--- src/rtl/image_capture_pkg.sv ---
// Shared types and helpers for the frame capture path: FSM encoding,
// status counter width and frame depth calculation.
package image_capture_pkg;

    localparam int unsigned FRAME_COUNT_WIDTH = 16;

    typedef enum logic [2:0] {
        ST_IDLE       = 3'd0,
        ST_CLEARING   = 3'd1,
        ST_WAIT_FRAME = 3'd2,
        ST_CAPTURE    = 3'd3,
        ST_DONE       = 3'd4
    } state_t;

    // Number of pixels (and BRAM words) in one frame.
    function automatic int unsigned frame_depth(input int unsigned width,
                                                input int unsigned height);
        return width * height;
    endfunction

endpackage

--- src/rtl/image_edge_detect.sv ---
// Registered single-bit edge detector; the input is sampled once and the
// selected edge is flagged combinationally in the cycle it appears.
module image_edge_detect #(
    parameter bit RISING = 1'b1
) (
    input  logic clk,
    input  logic rst,
    input  logic din,
    output logic edge_c
);

    logic din_q;

    always_ff @(posedge clk or posedge rst) begin
        if (rst) begin
            din_q <= 1'b0;
        end else begin
            din_q <= din;
        end
    end

    assign edge_c = RISING ? (din & ~din_q) : (~din & din_q);

endmodule

--- src/rtl/image_frame_writer.sv ---
// Captures one camera frame into a single-port frame BRAM, or zero-fills it,
// and reports done / short-frame error / completed frame count.
module image_frame_writer
    import image_capture_pkg::*;
#(
    parameter int unsigned PIXEL_WIDTH  = 8,
    parameter int unsigned IMAGE_WIDTH  = 640,
    parameter int unsigned IMAGE_HEIGHT = 480,
    parameter int unsigned ADDR_WIDTH   = 19
) (
    input  logic                         aclk,
    input  logic                         areset,
    input  logic                         image_capture_enabled,
    input  logic                         clear_memory,
    input  logic                         vsync,
    input  logic                         href,
    input  logic                         pixel_valid,
    input  logic [PIXEL_WIDTH-1:0]       pixel_data,
    output logic [ADDR_WIDTH-1:0]        mem_addr,
    output logic [PIXEL_WIDTH-1:0]       mem_data,
    output logic                         mem_we,
    output logic                         busy,
    output logic                         capture_done,
    output logic                         frame_error,
    output logic [FRAME_COUNT_WIDTH-1:0] frame_count
);

    localparam int unsigned DEPTH = frame_depth(IMAGE_WIDTH, IMAGE_HEIGHT);
    localparam logic [ADDR_WIDTH-1:0] LAST_ADDR = ADDR_WIDTH'(DEPTH - 1);

    state_t                         state_q, state_d;
    logic [ADDR_WIDTH-1:0]          ptr_q, ptr_d;
    logic [ADDR_WIDTH-1:0]          mem_addr_d;
    logic [PIXEL_WIDTH-1:0]         mem_data_d;
    logic                           mem_we_d;
    logic                           busy_d;
    logic                           done_d;
    logic                           error_d;
    logic [FRAME_COUNT_WIDTH-1:0]   count_d;

    logic clear_rise_c;
    logic vsync_fall_c;
    logic pixel_hit_c;

    image_edge_detect #(.RISING(1'b1)) u_clear_edge (
        .clk    (aclk),
        .rst    (areset),
        .din    (clear_memory),
        .edge_c (clear_rise_c)
    );

    image_edge_detect #(.RISING(1'b0)) u_vsync_edge (
        .clk    (aclk),
        .rst    (areset),
        .din    (vsync),
        .edge_c (vsync_fall_c)
    );

    assign pixel_hit_c = href & pixel_valid & ~vsync;

    // Next state, pointer and registered-output values.
    // Priority: clear rise, then enable-low abort, then vsync, then pixel.
    always_comb begin
        state_d    = state_q;
        ptr_d      = ptr_q;
        mem_we_d   = 1'b0;
        mem_addr_d = mem_addr;
        mem_data_d = mem_data;
        done_d     = capture_done;
        error_d    = frame_error;
        count_d    = frame_count;

        if (clear_rise_c) begin
            state_d = ST_CLEARING;
            ptr_d   = '0;
            done_d  = 1'b0;
            error_d = 1'b0;
        end else begin
            case (state_q)
                ST_IDLE: begin
                    if (image_capture_enabled && !capture_done) begin
                        state_d = ST_WAIT_FRAME;
                    end
                end
                ST_CLEARING: begin
                    mem_we_d   = 1'b1;
                    mem_addr_d = ptr_q;
                    mem_data_d = '0;
                    if (ptr_q == LAST_ADDR) begin
                        state_d = ST_IDLE;
                    end else begin
                        ptr_d = ptr_q + ADDR_WIDTH'(1);
                    end
                end
                ST_WAIT_FRAME: begin
                    if (!image_capture_enabled) begin
                        state_d = ST_IDLE;
                    end else if (vsync_fall_c) begin
                        state_d = ST_CAPTURE;
                        ptr_d   = '0;
                    end
                end
                ST_CAPTURE: begin
                    if (!image_capture_enabled) begin
                        state_d = ST_IDLE;
                    end else if (vsync) begin
                        // Blanking before the frame filled up: flag and retry.
                        error_d = 1'b1;
                        state_d = ST_WAIT_FRAME;
                    end else if (pixel_hit_c) begin
                        mem_we_d   = 1'b1;
                        mem_addr_d = ptr_q;
                        mem_data_d = pixel_data;
                        if (ptr_q == LAST_ADDR) begin
                            state_d = ST_DONE;
                            done_d  = 1'b1;
                            count_d = frame_count + FRAME_COUNT_WIDTH'(1);
                        end else begin
                            ptr_d = ptr_q + ADDR_WIDTH'(1);
                        end
                    end
                end
                ST_DONE: begin
                    if (!image_capture_enabled) begin
                        state_d = ST_IDLE;
                        done_d  = 1'b0;
                    end
                end
                default: begin
                    state_d = ST_IDLE;
                end
            endcase
        end

        busy_d = (state_d == ST_CLEARING) || (state_d == ST_WAIT_FRAME) ||
                 (state_d == ST_CAPTURE);
    end

    // State, pointer and output registers.
    always_ff @(posedge aclk or posedge areset) begin
        if (areset) begin
            state_q      <= ST_IDLE;
            ptr_q        <= '0;
            mem_addr     <= '0;
            mem_data     <= '0;
            mem_we       <= 1'b0;
            busy         <= 1'b0;
            capture_done <= 1'b0;
            frame_error  <= 1'b0;
            frame_count  <= '0;
        end else begin
            state_q      <= state_d;
            ptr_q        <= ptr_d;
            mem_addr     <= mem_addr_d;
            mem_data     <= mem_data_d;
            mem_we       <= mem_we_d;
            busy         <= busy_d;
            capture_done <= done_d;
            frame_error  <= error_d;
            frame_count  <= count_d;
        end
    end

endmodule

--- config.mk ---
export PLATFORM = sky130hd
export DESIGN_NAME = image_frame_writer
export DESIGN_NICKNAME = d
export VERILOG_FILES = /design/src/rtl/image_capture_pkg.sv /design/src/rtl/image_edge_detect.sv /design/src/rtl/image_frame_writer.sv
export SDC_FILE = /design/constraint.sdc
export NUM_CORES = 1
export LEC_CHECK = 0
export ABC_AREA = 0
export CAP_MARGIN = 20
export CORE_ASPECT_RATIO = 1.25
export CORE_MARGIN = 3
export CORE_UTILIZATION = 55
export DETAILED_ROUTE_END_ITERATION = 8
export PLACE_DENSITY = 0.83
export SLEW_MARGIN = 20
export SYNTH_ARGS = -nofsm -noshare
export SYNTH_HDL_FRONTEND = slang
export SYNTH_HIERARCHICAL = 1
export SYNTH_SLANG_ARGS = --single-unit
--- constraint.sdc ---
create_clock -name aclk -period 7.2 [get_ports aclk]
set_input_delay 1.8 -clock aclk [delete_from_list [all_inputs] [get_ports aclk]]
set_output_delay 1.8 -clock aclk [all_outputs]
set_load 0.005 [all_outputs]
==> flow_summary.toml <==
[cts]
cts_made_buffers = 9
clock_sinks = 71
cts_tree = "built"
htree_levels = 3
clk_pin_slew_ns = 0.07
cts.repair.resized = 0
insertion_delay_ns = 0.34
cts_buffer_depth = 2
postCtsSetupBuffers = 0
holdBufCountCts = 0
ctsRootBufferMaster = "clkbuf_8"

[global_route]
grt_pass1_vias = 2742
grt_max_degree = 70
grt_usage_pct = 22.6
grt-ovfl-total = 0
grt_antenna_before_repair = 0
grt_pass1_wl_mm = 12.8

[setup_path]
critPathLaunchType = "input pin"
cp_max_fo = 9
worstSetupPathType = "in -> reg"
cp_data_arrival_time_ns = 4.09
worstPathRequired_ns = 7.47
end_kind = "register"

[routing]
drc_errors = 0
wl_mm = 7.65
drt_iter0_drc = 136
first_pass_iters = 4
vias_per_cell = 5.89
post_drt_wl_per_cell_um = 15.8
num_vias = 2843
ant_nets = 0

[sta]
fin_crit_sh_pct = 53.1
worstMarginPinSlew_ns = 0.866
timing.fmax_ghz = 0.262
finalMaxSlewViolations = 0
slew_headroom_pct = 41.9
fin_skew_ns = 0.0115
rsz0062_at_grt = "false"
hold_violations = 0
setup_tns_ns = 0
finalSetupViolations = 0
period_minus_slack_ns = 3.82
timing.hold.ws_ns = 0.478

[die]
start_util_pct = 57.4
die_h_um = 93.4
core_um2 = 5860
dieWidth_um = 75.9
fp-row-count = 31
io_pins = 62
die_area_um2 = 7090

[synth]
ys_seq_elements = 71
synth_compound_area_share_pct = 13.0
synth_cells = 335
ys_types = 52
synth_edf_count = 0
synth_fa_ha_area_share_pct = 0.745
synth_flop_cell = "dfrtp_1"
ys_seq_area_share_pct = 52.9
async_flop_share_pct = 100
synth-simple-area-share_pct = 25.4
avgSynthCellArea_um2 = 10.0
synth_nets = 352
synth-warning-count = 6
synth_top_family_by_area = "simple AND/OR/NAND/NOR gates"
synth_area_um2 = 3360
muxShareOfSynthArea_pct = 1.23
synth_xor_area_share_pct = 4.17

[power]
power_density_nw_per_um2 = 235
irDropWorstVdd_v = 0.000172
leakage_nw = 1.88
fin_total_pwr_w = 0.00100

[final_layout]
seqCellArea_um2 = 1780
fill_cells = 426
final_cell_mix = "74 x nand2_1, 71 x dfrtp_1, 61 x clkdlybuf4s50_1"
areaGrowthSynthToFinish_pct = 27.3
layout-drive-gt1-share_pct = 8.48
final_common_cell = "nand2_1"
diodes = 0
multi_input_area_um2 = 1500
num-nets-final = 413

[run]
drv_cap = 0

[place]
numPortBuffers = 61
globalplace.congestion = 0.833
dp_hpwl_mm = 5.29

[min_path]
holdCritPathClass = "reg -> reg"

[status]
status = "finished, final reports clean"
[through the flow]
| step | util (%) | std cells | cell area [um^2] | worst slack [ns] |
|---|---|---|---|---|
| after global placement | 68.8 | 467 | 4030 | 3.16 |
| final | 73.0 | 483 | 4280 | 3.38 |
| after CTS | 73.0 | 483 | 4280 | 3.41 |
| after floorplan | - | 335 | 3360 | 3.66 |
| after global routing | 73.0 | 483 | 4280 | 3.28 |
| after detailed placement | 68.8 | 467 | 4030 | 3.06 |
[layout make-up]
type	instances	share of cell area (%)
repair buffers	63	14.6
flip-flops and latches	71	41.5
inverters	8	0.702
well taps	82	2.40
multi-input cells	243	35.0
clock inverters	5	2.43
clock buffers	11	3.31
[logic make-up after synthesis]
family	Yosys count
AND/OR/NAND/NOR	157
multiplexers	4
AO/OA/AOI/OAI	64
adder cells (fa/ha/maj)	2
buffers and inverters	21
XOR/XNOR	16
flip-flops	71
[cell usage after synthesis (2+ instances only)]
cell | count | area share, %
nand2_1 | 74 | 8.3
dfrtp_1 | 71 | 53
nand3_1 | 19 | 2.8
xnor2_1 | 14 | 3.6
a21oi_1 | 11 | 1.6
o21ai_0 | 11 | 1.6
a22o_1 | 8 | 2.1
nor2_1 | 8 | 0.89
o31ai_1 | 8 | 1.8
buf_2 | 7 | 1.0
nand4_1 | 7 | 1.3
clkbuf_1 | 6 | 0.67
inv_1 | 6 | 0.67
or4_1 | 6 | 1.3
and4_1 | 5 | 1.3
and2_1 | 4 | 0.74
nand2b_1 | 4 | 0.74
nor3_1 | 4 | 0.60
o21ai_1 | 4 | 0.60
a31oi_1 | 3 | 0.56
and3_1 | 3 | 0.56
mux2i_1 | 3 | 0.89
nor3b_1 | 3 | 0.67
nor4_2 | 3 | 1.1
o211ai_1 | 3 | 0.67
a211o_1 | 2 | 0.52
a211oi_1 | 2 | 0.45
a31o_2 | 2 | 0.52
a41oi_1 | 2 | 0.52
ha_1 | 2 | 0.74
inv_2 | 2 | 0.22
nand4b_1 | 2 | 0.52
nor2b_4 | 2 | 0.82
o2111ai_1 | 2 | 0.52
o22ai_1 | 2 | 0.37
or2_1 | 2 | 0.37
or3_1 | 2 | 0.37
xor2_1 | 2 | 0.52
[sequential cells by signal, indices dropped and copies added (netlist names)]
| name | cells |
|---|---|
| busy | 1 |
| capture_done | 1 |
| frame_count | 16 |
| frame_error | 1 |
| mem_addr | 19 |
| mem_data | 8 |
| mem_we | 1 |
| ptr_q | 19 |
| state_q | 3 |
| u_clear_edge/din_q | 1 |
| u_vsync_edge/din_q | 1 |
[path summary, 6_finish.rpt]
check	from	endpoint	slack (ns)	depth (start not counted)
setup / recovery	vsync	ptr_q[8]	3.38	6
hold / removal	mem_addr[8]	mem_addr[8]	0.48	2
setup reg to reg	ptr_q[0]	ptr_q[5]	4.20	6
hold reg to reg	mem_addr[8]	mem_addr[8]	0.48	2
max in group asynchronous	areset	frame_count[1]	4.54	3
min in group asynchronous	areset	u_vsync_edge/din_q	1.68	2
[layer usage]
metal / routed length (um) / GRT usage (%) / up-vias
met5: 0 / 0 / -
met4: 224 / 11.3 / 0
met3: 335 / 3.56 / 22
met2: 3850 / 39.6 / 104
met1: 3240 / 27.2 / 1385
li1: - / - / 1332
[worst max-delay path: stages]
cell             delay (ns)
clkdlybuf4s50_1        0.60
nand4b_1               0.37
o211ai_2               0.38
o21ai_1                0.26
or4_1                  0.54
a21oi_1                0.15
[report_power, final]
group / internal, W / switching (W) / leakage [nW]
combinational: 0.0000640 / 0.000102 / 0.786
sequential: 0.000424 / 0.0000280 / 0.971
clock: 0.000240 / 0.000146 / 0.124
Note: power is estimated with default switching activity, not from simulation.
